<file path="src/rtl/multi_axi_bridge_pkg.sv">
// Shared bus definitions for multi_axi_bridge: AXI3 field widths, fixed
// field values used for single-beat transfers, and the FSM state encoding.
package multi_axi_bridge_pkg;

  localparam int AXI_LEN_W   = 4;
  localparam int AXI_SIZE_W  = 3;
  localparam int AXI_BURST_W = 2;
  localparam int AXI_LOCK_W  = 2;
  localparam int AXI_CACHE_W = 4;
  localparam int AXI_PROT_W  = 3;
  localparam int AXI_RESP_W  = 2;

  localparam logic [AXI_LEN_W-1:0]   AXI_LEN_SINGLE = '0;
  localparam logic [AXI_BURST_W-1:0] AXI_BURST_INCR = 2'b01;
  localparam logic [AXI_LOCK_W-1:0]  AXI_LOCK_NORM  = 2'b00;
  localparam logic [AXI_CACHE_W-1:0] AXI_CACHE_DEF  = 4'b0000;
  localparam logic [AXI_PROT_W-1:0]  AXI_PROT_DEF   = 3'b000;

  typedef enum logic [2:0] {
    ST_IDLE  = 3'd0,
    ST_RADDR = 3'd1,
    ST_RDATA = 3'd2,
    ST_WADDR = 3'd3,
    ST_WRESP = 3'd4
  } bridge_state_e;

  // AxSIZE encoding for a beat of the given byte count
  function automatic logic [AXI_SIZE_W-1:0] axi_size(input int bytes);
    axi_size = '0;
    for (int k = 0; k < 8; k++) begin
      if ((1 << k) == bytes) axi_size = AXI_SIZE_W'(k);
    end
  endfunction

endpackage

</file>
<file path="src/rtl/multi_axi_bridge_arbiter.sv">
// bridge_arbiter: pending vector in, one-hot grant out. BRIDGE_RR_ARB_EN selects
// round-robin (pointer holds the next search start); otherwise lowest index wins.
module bridge_arbiter #(
  parameter int CH_NUM = 2
) (
`ifdef BRIDGE_RR_ARB_EN
  input  logic              clk,
  input  logic              rst,
  input  logic              take,
`endif
  input  logic [CH_NUM-1:0] pending,
  output logic [CH_NUM-1:0] grant
);

`ifdef BRIDGE_RR_ARB_EN
  localparam int PTR_W = (CH_NUM > 1) ? $clog2(CH_NUM) : 1;

  logic [PTR_W-1:0]    ptr_q, ptr_d;
  logic [2*CH_NUM-1:0] pend_dbl, grant_dbl;
  logic [CH_NUM-1:0]   pend_rot, grant_rot;
  int                  nxt;

  // Rotate so bit 0 is the search start, pick lowest, rotate back
  always_comb begin
    pend_dbl  = {pending, pending} >> ptr_q;
    pend_rot  = pend_dbl[CH_NUM-1:0];
    grant_rot = '0;
    nxt       = 0;
    for (int k = CH_NUM - 1; k >= 0; k--) begin
      if (pend_rot[k]) begin
        grant_rot    = '0;
        grant_rot[k] = 1'b1;
        nxt          = int'(ptr_q) + k + 1;
      end
    end
    if (nxt >= CH_NUM) nxt = nxt - CH_NUM;
    grant_dbl = {grant_rot, grant_rot} << ptr_q;
    grant     = grant_dbl[2*CH_NUM-1:CH_NUM];
    ptr_d     = ptr_q;
    if (take) ptr_d = PTR_W'(nxt);
  end

  always_ff @(posedge clk) begin
    if (rst) ptr_q <= '0;
    else     ptr_q <= ptr_d;
  end
`else
  always_comb begin
    grant = '0;
    for (int k = CH_NUM - 1; k >= 0; k--) begin
      if (pending[k]) begin
        grant    = '0;
        grant[k] = 1'b1;
      end
    end
  end
`endif

endmodule

</file>
<file path="src/rtl/multi_axi_bridge.sv">
// multi_axi_bridge: CH_NUM SRAM-style clients onto one AXI3 master, one
// single-beat transaction in flight. Define BRIDGE_RR_ARB_EN for round-robin.
//   state    | meaning
//   ST_IDLE  | wait for a pending slot, grant one channel
//   ST_RADDR | arvalid held until arready
//   ST_RDATA | rready held until rvalid, result latched
//   ST_WADDR | aw and w channels, each dropped on its own handshake
//   ST_WRESP | bready held until bvalid
module multi_axi_bridge
  import multi_axi_bridge_pkg::*;
#(
  parameter int CH_NUM     = 2,
  parameter int ADDR_WIDTH = 32,
  parameter int DATA_WIDTH = 32,
  parameter int ID_WIDTH   = 4
) (
  input  logic                             clk,
  input  logic                             rst,
  input  logic [CH_NUM-1:0]                sram_en,
  input  logic [CH_NUM*DATA_WIDTH/8-1:0]   sram_write_en,
  input  logic [CH_NUM*ADDR_WIDTH-1:0]     sram_addr,
  input  logic [CH_NUM*DATA_WIDTH-1:0]     sram_write_data,
  output logic [CH_NUM*DATA_WIDTH-1:0]     sram_read_data,
  output logic [CH_NUM-1:0]                sram_ready,
  output logic [ID_WIDTH-1:0]              arid,
  output logic [ADDR_WIDTH-1:0]            araddr,
  output logic [AXI_LEN_W-1:0]             arlen,
  output logic [AXI_SIZE_W-1:0]            arsize,
  output logic [AXI_BURST_W-1:0]           arburst,
  output logic [AXI_LOCK_W-1:0]            arlock,
  output logic [AXI_CACHE_W-1:0]           arcache,
  output logic [AXI_PROT_W-1:0]            arprot,
  output logic                             arvalid,
  input  logic                             arready,
  input  logic [ID_WIDTH-1:0]              rid,
  input  logic [DATA_WIDTH-1:0]            rdata,
  input  logic [AXI_RESP_W-1:0]            rresp,
  input  logic                             rlast,
  input  logic                             rvalid,
  output logic                             rready,
  output logic [ID_WIDTH-1:0]              awid,
  output logic [ADDR_WIDTH-1:0]            awaddr,
  output logic [AXI_LEN_W-1:0]             awlen,
  output logic [AXI_SIZE_W-1:0]            awsize,
  output logic [AXI_BURST_W-1:0]           awburst,
  output logic [AXI_LOCK_W-1:0]            awlock,
  output logic [AXI_CACHE_W-1:0]           awcache,
  output logic [AXI_PROT_W-1:0]            awprot,
  output logic                             awvalid,
  input  logic                             awready,
  output logic [ID_WIDTH-1:0]              wid,
  output logic [DATA_WIDTH-1:0]            wdata,
  output logic [DATA_WIDTH/8-1:0]          wstrb,
  output logic                             wlast,
  output logic                             wvalid,
  input  logic                             wready,
  input  logic [ID_WIDTH-1:0]              bid,
  input  logic [AXI_RESP_W-1:0]            bresp,
  input  logic                             bvalid,
  output logic                             bready
);

  localparam int STRB_W = DATA_WIDTH / 8;
  localparam int CH_W   = (CH_NUM > 1) ? $clog2(CH_NUM) : 1;
  localparam logic [AXI_SIZE_W-1:0] AXI_SIZE_VAL = axi_size(STRB_W);

  bridge_state_e   state_q, state_d;
  logic [CH_W-1:0] gnt_q, gnt_d, gnt_idx;
  logic            aw_done_q, aw_done_d, w_done_q, w_done_d;
  logic            aw_fin, w_fin, rd_done, wr_done;

  logic [CH_NUM-1:0]     pend_q, pend_d, rdy_q, rdy_d, grant;
  logic [ADDR_WIDTH-1:0] addr_q [CH_NUM];
  logic [ADDR_WIDTH-1:0] addr_d [CH_NUM];
  logic [DATA_WIDTH-1:0] wdat_q [CH_NUM];
  logic [DATA_WIDTH-1:0] wdat_d [CH_NUM];
  logic [STRB_W-1:0]     strb_q [CH_NUM];
  logic [STRB_W-1:0]     strb_d [CH_NUM];
  logic [DATA_WIDTH-1:0] rdat_q [CH_NUM];
  logic [DATA_WIDTH-1:0] rdat_d [CH_NUM];

  // Response IDs and codes carry nothing the bridge acts on
  logic unused_resp;
  assign unused_resp = ^{rid, rresp, rlast, bid, bresp};

`ifdef BRIDGE_RR_ARB_EN
  logic arb_take;
  assign arb_take = (state_q == ST_IDLE) && (|pend_q);

  bridge_arbiter #(.CH_NUM(CH_NUM)) u_arb (
    .clk     (clk),
    .rst     (rst),
    .take    (arb_take),
    .pending (pend_q),
    .grant   (grant)
  );
`else
  bridge_arbiter #(.CH_NUM(CH_NUM)) u_arb (
    .pending (pend_q),
    .grant   (grant)
  );
`endif

  always_comb begin
    gnt_idx = '0;
    for (int k = 0; k < CH_NUM; k++) begin
      if (grant[k]) gnt_idx = CH_W'(k);
    end
  end

  assign rd_done = (state_q == ST_RDATA) && rvalid;
  assign wr_done = (state_q == ST_WRESP) && bvalid;

  always_ff @(posedge clk) begin
    if (rst) begin
      state_q   <= ST_IDLE;
      gnt_q     <= '0;
      aw_done_q <= 1'b0;
      w_done_q  <= 1'b0;
    end else begin
      state_q   <= state_d;
      gnt_q     <= gnt_d;
      aw_done_q <= aw_done_d;
      w_done_q  <= w_done_d;
    end
  end

  always_comb begin
    state_d   = state_q;
    gnt_d     = gnt_q;
    aw_done_d = aw_done_q;
    w_done_d  = w_done_q;
    aw_fin    = 1'b0;
    w_fin     = 1'b0;
    case (state_q)
      ST_IDLE: begin
        if (|pend_q) begin
          gnt_d     = gnt_idx;
          aw_done_d = 1'b0;
          w_done_d  = 1'b0;
          state_d   = (|strb_q[gnt_idx]) ? ST_WADDR : ST_RADDR;
        end
      end
      ST_RADDR: if (arready) state_d = ST_RDATA;
      ST_RDATA: if (rvalid)  state_d = ST_IDLE;
      ST_WADDR: begin
        aw_fin    = aw_done_q || awready;
        w_fin     = w_done_q  || wready;
        aw_done_d = aw_fin;
        w_done_d  = w_fin;
        if (aw_fin && w_fin) state_d = ST_WRESP;
      end
      ST_WRESP: if (bvalid) state_d = ST_IDLE;
      default:  state_d = ST_IDLE;
    endcase
  end

  always_comb begin
    arvalid = 1'b0;
    rready  = 1'b0;
    awvalid = 1'b0;
    wvalid  = 1'b0;
    bready  = 1'b0;
    case (state_q)
      ST_RADDR: arvalid = 1'b1;
      ST_RDATA: rready  = 1'b1;
      ST_WADDR: begin
        awvalid = !aw_done_q;
        wvalid  = !w_done_q;
      end
      ST_WRESP: bready  = 1'b1;
      default: ;
    endcase
  end

  assign arid    = ID_WIDTH'(gnt_q);
  assign araddr  = addr_q[gnt_q];
  assign arlen   = AXI_LEN_SINGLE;
  assign arsize  = AXI_SIZE_VAL;
  assign arburst = AXI_BURST_INCR;
  assign arlock  = AXI_LOCK_NORM;
  assign arcache = AXI_CACHE_DEF;
  assign arprot  = AXI_PROT_DEF;
  assign awid    = ID_WIDTH'(gnt_q);
  assign awaddr  = addr_q[gnt_q];
  assign awlen   = AXI_LEN_SINGLE;
  assign awsize  = AXI_SIZE_VAL;
  assign awburst = AXI_BURST_INCR;
  assign awlock  = AXI_LOCK_NORM;
  assign awcache = AXI_CACHE_DEF;
  assign awprot  = AXI_PROT_DEF;
  assign wid     = ID_WIDTH'(gnt_q);
  assign wdata   = wdat_q[gnt_q];
  assign wstrb   = strb_q[gnt_q];
  assign wlast   = wvalid;

  // Capture only while ready; completion can never hit a channel that is capturing
  always_comb begin
    pend_d = pend_q;
    rdy_d  = rdy_q;
    addr_d = addr_q;
    wdat_d = wdat_q;
    strb_d = strb_q;
    rdat_d = rdat_q;
    for (int i = 0; i < CH_NUM; i++) begin
      if (sram_en[i] && rdy_q[i]) begin
        pend_d[i] = 1'b1;
        rdy_d[i]  = 1'b0;
        addr_d[i] = sram_addr[i*ADDR_WIDTH +: ADDR_WIDTH];
        wdat_d[i] = sram_write_data[i*DATA_WIDTH +: DATA_WIDTH];
        strb_d[i] = sram_write_en[i*STRB_W +: STRB_W];
      end
    end
    if (rd_done) begin
      pend_d[gnt_q] = 1'b0;
      rdy_d[gnt_q]  = 1'b1;
      rdat_d[gnt_q] = rdata;
    end
    if (wr_done) begin
      pend_d[gnt_q] = 1'b0;
      rdy_d[gnt_q]  = 1'b1;
    end
  end

  always_ff @(posedge clk) begin
    if (rst) begin
      pend_q <= '0;
      rdy_q  <= '1;
      for (int i = 0; i < CH_NUM; i++) begin
        addr_q[i] <= '0;
        wdat_q[i] <= '0;
        strb_q[i] <= '0;
        rdat_q[i] <= '0;
      end
    end else begin
      pend_q <= pend_d;
      rdy_q  <= rdy_d;
      addr_q <= addr_d;
      wdat_q <= wdat_d;
      strb_q <= strb_d;
      rdat_q <= rdat_d;
    end
  end

  assign sram_ready = rdy_q;

  for (genvar g = 0; g < CH_NUM; g++) begin : g_rdat
    assign sram_read_data[g*DATA_WIDTH +: DATA_WIDTH] = rdat_q[g];
  end

endmodule
</file>
<file path="config.mk">
export PLATFORM = sky130hd
export DESIGN_NAME = multi_axi_bridge
export DESIGN_NICKNAME = d
export VERILOG_FILES = /design/src/rtl/multi_axi_bridge_pkg.sv /design/src/rtl/multi_axi_bridge_arbiter.sv /design/src/rtl/multi_axi_bridge.sv
export SDC_FILE = /design/constraint.sdc
export NUM_CORES = 1
export LEC_CHECK = 0
export ABC_AREA = 1
export CORE_AREA = 2 2 161 163
export CTS_CLUSTER_SIZE = 25
export DETAILED_ROUTE_END_ITERATION = 8
export DIE_AREA = 0 0 163 165
export PLACE_DENSITY = 0.83
export SYNTH_ARGS = -nofsm -noshare
export SYNTH_HDL_FRONTEND = slang
export SYNTH_HIERARCHICAL = 1
export SYNTH_SLANG_ARGS = --single-unit
</file>
<file path="constraint.sdc">
create_clock -name clk -period 1.5 [get_ports clk]
set_input_delay 0.375 -clock clk [delete_from_list [all_inputs] [get_ports clk]]
set_output_delay 0.375 -clock clk [all_outputs]
set_load 0.05 [all_outputs]
</file>
Word-level counts from Yosys, hierarchy flattened
Cells that the tools add are included.
{"block": "op_classes", "n_lt_le_gt_ge": 5, "n_eq_ne": 9, "muxes": 43, "bitwise_logic": 7, "n_reduce_logical": 18}
{"op": "$mux 32", "n": 7}
{"op": "$bwmux 64", "n": 1}
{"op": "$demux 32 s1", "n": 1}
{"op": "$mux 4", "n": 6}
{"op": "$mux 3", "n": 5}
{"op": "$pmux 3 s5", "n": 1}
{"op": "$mux 2", "n": 7}
{"op": "$mux 1", "n": 12}
{"op": "$ne 2x2->1 const B", "n": 5}
{"op": "$logic_and 1x1->1", "n": 7}
{"op": "$eq 3x2->1 const B", "n": 2}
{"op": "$reduce_and 5->1", "n": 1}
{"op": "$and 2x2->2", "n": 2}
{"op": "$ge 2x2->1 const B", "n": 2}
{"op": "$not 1->2", "n": 2}
{"op": "$or 2x2->2", "n": 2}
{"op": "$pmux 1 s2", "n": 2}
{"op": "$reduce_and 2->1", "n": 2}
{"op": "$reduce_or 4->1", "n": 1}
{"op": "$eq 3x1->1 const B", "n": 1}
{"op": "$eq 3x3->1 const B", "n": 1}
{"op": "$logic_not 3->1", "n": 1}
{"op": "$logic_not 1->1", "n": 2}
{"op": "$logic_or 1x1->1", "n": 2}
{"op": "other kinds (7)", "n": 7}
{"block": "word_totals", "register_bits": 210, "inputBits": 190, "wordCells": 96}

Depth between registers and ports, before layout
Gate-level depths: netlist (run 1).
{"block": "depth", "ltp_word": 11, "mapped_depth": 9, "ltp_nobuf": 9}

By module
Netlist (run 1), hierarchy kept.
{"module": "multi_axi_bridge", "instances": 1, "cells_per_inst": 1261, "area_per_inst_um2": 8842.2, "seq_area_each_um2": 4204.0}
{"module": "bridge_arbiter", "instances": 1, "cells_per_inst": 3, "area_per_inst_um2": 17.5, "seq_area_each_um2": 0.0}

Worst setup path before layout (run 1)
OpenSTA, ideal clock, no wires.
{"block": "synth_path", "path_type": "reg2out", "start": "register gnt_q", "end": "output port wstrb[3]", "t_arrival_ps": 2007, "path_slack_ps": -882, "stages_incl_launch_ff": 5, "path_buffers": 2, "cell_sequence": "dfxtp_1 clkbuf_1 inv_2 buf_2 o21ai_0"}
{"block": "synth_between", "elab_chain_cells": 4}
{"element": "from (decl)", "line_no": "multi_axi_bridge.sv:68", "source": "logic [CH_W-1:0] gnt_q, gnt_d, gnt_idx;"}
{"element": "from (signal assigned)", "line_no": "multi_axi_bridge.sv:122", "source": "gnt_q <= gnt_d;"}
{"element": "$not 1->2 (implied by the code)", "line_no": "multi_axi_bridge.sv:194", "source": "assign wstrb = strb_q[gnt_q];"}
{"element": "$mux 4 (implied by the code) (3 in a row)", "line_no": "multi_axi_bridge.sv:194"}
{"element": "to (decl)", "line_no": "multi_axi_bridge.sv:53", "source": "output logic [DATA_WIDTH/8-1:0] wstrb,"}
Every way passes these cells. The select of a mux whose other input is x is not followed.

Final worst setup path (run 1)
{"block": "layout_path", "start": "register gnt_q", "end": "output port araddr[28]"}
{"block": "layout_between", "elab_chain_cells": 4}
{"element": "$not 1->2 (implied by the code)", "line_no": "multi_axi_bridge.sv:177", "source": "assign araddr = addr_q[gnt_q];"}
{"element": "$mux 32 (implied by the code) (3 in a row)", "line_no": "multi_axi_bridge.sv:177"}
{"element": "to (decl)", "line_no": "multi_axi_bridge.sv:26", "source": "output logic [ADDR_WIDTH-1:0] araddr,"}
Every way passes these cells. The select of a mux whose other input is x is not followed.

==> results of run 1 <==
==> registers in the layout, indices dropped and copies added (netlist names), 2 cells and up <==
register and cells:
sram_read_data 64, addr_q 64, pend_q 2, state_q 3, wdat_q 64, sram_ready 2
strb_q 8
==> final timing paths <==
path                                               from                              end  slack [ps]
worst min-delay path                                rst   sram_read_data[5]$_SDFFE_PP0P_         360
worst max-delay path                 gnt_q$_SDFFE_PP0P_                       araddr[28]        -510
worst min register to register  wdat_q[40]$_SDFFE_PP0P_          wdat_q[40]$_SDFFE_PP0P_         480
worst max register to register  state_q[1]$_SDFFE_PP0P_  sram_read_data[10]$_SDFFE_PP0P_        -160
==> where the power goes <==
group | total [mW] | leakage (nW) | switching [mW] | internal, mW
clock network | 6.08 | 0.408 | 2.41 | 3.66
registers | 6.69 | 1.73 | 0.531 | 6.16
logic | 11.4 | 4.65 | 6.73 | 4.70
==> final cells by class <==
| cell class | instances | share of cell area |
|---|---|---|
| diodes | 1 | 0.000156 |
| flip-flops and latches | 210 | 0.263 |
| multi-input cells | 909 | 0.301 |
| inverters | 28 | 0.00975 |
| well taps | 330 | 0.0257 |
| repair buffers | 416 | 0.348 |
| clock inverters | 8 | 0.00460 |
| clock buffers | 36 | 0.0472 |
==> worst reg2reg max path: stages (launching register included) <==
cell and delay (ps):
dfxtp_4 390, buf_6 110, inv_4 30, nor2_4 130, nand2_4 80, buf_6 120, nor2_4 100, buf_6 120
nand2_8 80, clkinv_8 90, clkbuf_16 160, nand2_2 50, a21oi_1 120
==> what timing repair did <==
action	4_1_cts	5_1_grt
cloned	4	5
hold buffers	0	0
setup buffers	12	7
gates resized for setup	199	172
setup endpoints to repair	111	148
pin swaps	6	35
==> metal layers <==
metal | share of wire | routed length [um]
met5 | 0 | 0
met1 | 0.37 | 12600
met2 | 0.51 | 17300
met4 | 0.041 | 1390
met3 | 0.081 | 2750
==> per-stage QoR <==
step | instances | area [um^2]
global placement | 1867 | 13500
CTS | 1927 | 15300
global route | 1938 | 16000
detailed placement | 1867 | 13500
finish | 1938 | 16000
floorplan | 1306 | 9770
==> out/results.ini, run 1 <==
[floorplan]
design.core.area_um2=25000
floorplan.io_pins=410
total_die_area_um2=26900
floorplan.die.width_um=163
die_h_um=165
initial_core_util=0.354
rows=58

[worst_setup_path]
worstPathBufferInverterCount=2
crit_path_max_incr_delay_ps=450
cell_chain_critical_path=buf_16, nand2_1, nand2_8, buf_4
critical-path-top-delay-family=flip-flops
worst-path-stages=4
critical_path_required_ps=1120
criticalPathCategory=reg2out
reg2regPathDepth=12
startpoint_type=flip-flop
slowest_cell_on_the_critical_path=dfxtp_4
critPathCaptureType=output pin
worstPathArrival_ps=1640
critical_path.max_fanout=25

[cts]
numCtsBuffers=24
cts_tree=yes
cts-root-buf=clkbuf_16
clkSlewWorstSetupHoldPaths_ps=60
clk-insertion-delay-late_ps=510
tritoncts_num_sinks=210
cts.path.max_buffers=3
ctsHtreeMaxLevel=1

[timing]
upper_clock_frequency_limit_ghz=0.497
finalCritPeriodShare=1.34
total_negative_setup_slack_ps=-53620
final-setup-viol-count=176
grt_setup_unrepaired=true
drv_slew=0
post-route-min-period_ps=2010
postLayoutSetupSlackWorst_ps=-510
finalHoldViolations=0
worst_hold_slack_ps=363
finalClockSkew_ps=5.93

[synth]
synth_area_um2=8850
syn_inst=1263
ys.warnings.count=6
synth.avg_cell_area_um2=7.01

[detailed_routing]
detail_route.drc_violations=0
postRouteAntennaNets=0
routed_via_density=4.90
num_vias=9501
drtPass1Iterations=5
detail_route.iter0.violations=801
drt_wl_total_um=34100
avgRoutedWirePerCell_um=17.6

[finish]
drive_above_1_share=0.299
final_net_count=1779
final_cell_mix=278 x nor2_1, 203 x dfxtp_1, 200 x nand2_1, 175 x clkdlybuf4s50_1, 138 x o21ai_0
layout.cells.most_common=nor2_1
areaGrowthSynthToFinish_pct=81.3
finalCoreUtilization=0.641
total_area_of_multi_input_combinational_cells_um2=4830
fillerInstances=1855
seq_area_um2=4220

[place]
finalWeightedCongestion=0.816
preCtsSetupSlack_ps=-341
placement.io_buffers=351
dpl.hpwl_um=21200

[power_and_ir_drop]
vdd_ir_drop_max_mv=0.855
power_per_cell_area_nw_per_um2=1510
post-layout-total-power_mw=24.2
p_leak_nw=6.79

[global_routing]
number_of_global_route_vias_before_repair=9315
grt_total_ovfl=0
pin_count_of_the_biggest_net_entering_global_routing=93
initial_antenna_violation_count=1
gr_layer_usage_met1=0.260
groute.layer.met2.usage=0.416
gr-usage-met3=0.0633
first_pass_grt_wire_length_um=49000
grt-busiest-layer=met2
global_route.usage.total=0.232

[status]
status=complete, but fails checks
failed_checks=setup timing

[min_path]
hold_depth=3
hold_class=in2reg

[job]
max_cap_viol_count=0

(Power assumes the default switching activity.)
==> run 2: changes to the inputs <==
--- a/config.mk
+++ b/config.mk
@@ -6,11 +6,13 @@
 export NUM_CORES = 1
 export LEC_CHECK = 0
 export ABC_AREA = 1
-export CORE_AREA = 2 2 161 163
+export ABC_CLOCK_PERIOD_IN_PS = 1500
+export CORE_AREA = 2 2 159 161
+export CTS_BUF_LIST = sky130_fd_sc_hd__clkbuf_2
 export CTS_CLUSTER_SIZE = 25
 export DETAILED_ROUTE_END_ITERATION = 8
-export DIE_AREA = 0 0 163 165
-export PLACE_DENSITY = 0.83
+export DIE_AREA = 0 0 161 163
+export PLACE_DENSITY = 0.73
 export SYNTH_ARGS = -nofsm -noshare
 export SYNTH_HDL_FRONTEND = slang
 export SYNTH_HIERARCHICAL = 1
==> run 2 against run 1 <==
Net effect: the run still ends with setup timing left; core utilization is 0.81 points higher; register-to-register slack better by 220 ps; final cell count is 3.9% higher; routed wire length is 2.5% lower; sequential power hardly changed; worst hold slack worse by 200 ps; non-clock buffer count is 31 higher; clock-buffer cell count is 41 higher; first-iteration DRC count is 31% lower; die area is 2.4% lower; sequential share of layout area is 0.61 points higher; critical path type unchanged.
==> out/results.ini, run 2 (synthesis gave the netlist of run 1 again) <==
[timing]
worst_hold_slack_ps=160
postLayoutSetupSlackWorst_ps=-749
final-setup-viol-count=175
grt_setup_unrepaired=true
finalHoldViolations=0
drv_slew=0
finalCritPeriodShare=1.50
upper_clock_frequency_limit_ghz=0.445
finalClockSkew_ps=78.4
post-route-min-period_ps=2250

[detailed_routing]
avgRoutedWirePerCell_um=16.5
drtPass1Iterations=5
detail_route.iter0.violations=554
routed_via_density=4.73
drt_wl_total_um=33300
num_vias=9530
postRouteAntennaNets=0
detail_route.drc_violations=0

[cts]
cts-root-buf=clkbuf_2
numCtsBuffers=54
ctsHtreeMaxLevel=2
cts_tree=yes
tritoncts_num_sinks=210
cts.path.max_buffers=3
clkSlewWorstSetupHoldPaths_ps=100
clk-insertion-delay-late_ps=830

[global_routing]
number_of_global_route_vias_before_repair=9256
global_route.usage.total=0.236
grt_total_ovfl=0
grt-busiest-layer=met2
pin_count_of_the_biggest_net_entering_global_routing=69
groute.layer.met2.usage=0.419
first_pass_grt_wire_length_um=49100
gr_layer_usage_met1=0.276
gr-usage-met3=0.0578
initial_antenna_violation_count=3

[worst_setup_path]
worstReg2RegStart=gnt_q$_SDFFE_PP0P_
worstPathBufferInverterCount=4
reg2regPathDepth=8
criticalPathCategory=reg2out
startpoint_type=flip-flop
slowest_cell_on_the_critical_path=dfxtp_4
critPathCaptureType=output pin
critical_path_required_ps=1120
regToRegEndpoint=sram_read_data[57]$_SDFFE_PP0P_
worstPathArrival_ps=1870
critical_path.max_fanout=6
cell_chain_critical_path=buf_12, buf_12, buf_16, nand2_2, nand2_2, buf_8
crit_path_max_incr_delay_ps=430
critical-path-top-delay-family=buffers and inverters
rrSetupSlack_ps=60

[floorplan]
floorplan.die.width_um=161
rows=58
floorplan.io_pins=410
die_h_um=163
total_die_area_um2=26200
initial_core_util=0.359
design.core.area_um2=24700

[status]
failed_checks=setup timing
status=complete, but fails checks

[min_path]
hold_depth=3
holdCritStartpoint=rdata[13]
hold_critical_path_endpoint=sram_read_data[13]$_SDFFE_PP0P_
hold_class=in2reg

[finish]
drive_above_1_share=0.348
finalCoreUtilization=0.649
final_net_count=1840
fillerInstances=1961
layout.cells.most_common=nor2_1
final_cell_mix=277 x nor2_1, 214 x nand2_1, 175 x clkdlybuf4s50_1, 140 x dfxtp_1, 138 x o21ai_0
areaGrowthSynthToFinish_pct=80.9

[place]
finalWeightedCongestion=0.840
dpl.hpwl_um=21500
preCtsSetupSlack_ps=-184
placement.io_buffers=351

[power_and_ir_drop]
p_leak_nw=6.97
vdd_ir_drop_max_mv=0.703
power_per_cell_area_nw_per_um2=1380

[job]
max_cap_viol_count=0

-- run 2: layer usage --
| metal | part of all wire | vias up |
|---|---|---|
| li1 | - | 4664 |
| met1 | 0.40 | 4447 |
| met2 | 0.51 | 367 |
| met3 | 0.065 | 52 |
| met4 | 0.023 | 0 |
| met5 | 0 | - |
-- run 2: what timing repair did --
| action | 4_1_cts | 5_1_grt |
|---|---|---|
| setup endpoints to repair | 175 | 183 |
| pin swaps | 27 | 24 |
| buffers inserted | 17 | 8 |
| gates cloned | 7 | 7 |
| resized for setup | 326 | 65 |
| endpoints found under the hold margin | 13 | 0 |
| hold buffers | 1 | 0 |
-- run 2: report_power, final --
| part | switching [mW] | leakage (nW) | total, mW | internal (mW) |
|---|---|---|---|---|
| Combinational | 6.75 | 4.87 | 11.8 | 5.03 |
| Sequential | 0.496 | 1.76 | 6.67 | 6.17 |
| Clock | 2.30 | 0.338 | 3.66 | 1.36 |
| Total | 9.55 | 6.97 | 22.1 | 12.6 |
-- run 2: layout make-up --
type	count	area, um^2	share of cell area
multi-input cells	909	4730	0.296
diodes	3	7.51	0.000469
repair buffers	447	5990	0.374
flip-flops and latches	210	4310	0.269
inverters	28	131	0.00820
clock buffers	77	385	0.0241
clock inverters	9	42.5	0.00266
well taps	330	413	0.0258
-- run 2: metrics by stage --
step / cells / instance area (um^2) / power [mW] / setup TNS [ps]
after floorplan: 1306 / 9770 / 12.9 / -1730
after global placement: 1884 / 13700 / 15.7 / -24600
after detailed placement: 1884 / 13700 / 15.8 / -29110
after CTS: 1995 / 15500 / 21.5 / -103170
after global routing: 2013 / 16000 / 23.1 / -107780
final: 2013 / 16000 / 22.1 / -84580
-- run 2: worst min-delay path, stage by stage --
cell             delay [ps]
clkdlybuf4s50_1         410
nand2_1                  70
a21oi_1                  50
-- run 2: how the worst max path moves through the flow --
stage | startpoint | to | slack [ps] | cells past startpoint
2_1_floorplan | state_q[2]$_SDFFE_PP0P_ | pend_q[0]$_SDFF_PP0_ | -190 | 7
3_3_place_gp | sram_en[1] | strb_q[2]$_SDFFE_PP0P_ | -190 | 5
3_5_place_dp | sram_en[0] | wdat_q[48]$_SDFFE_PP0P_ | -180 | 6
4_1_cts | gnt_q$_SDFFE_PP0P_ | araddr[10] | -840 | 5
5_1_grt | gnt_q$_SDFFE_PP0P_ | wdata[29] | -870 | 6
6_report | gnt_q$_SDFFE_PP0P_ | wdata[17] | -750 | 6
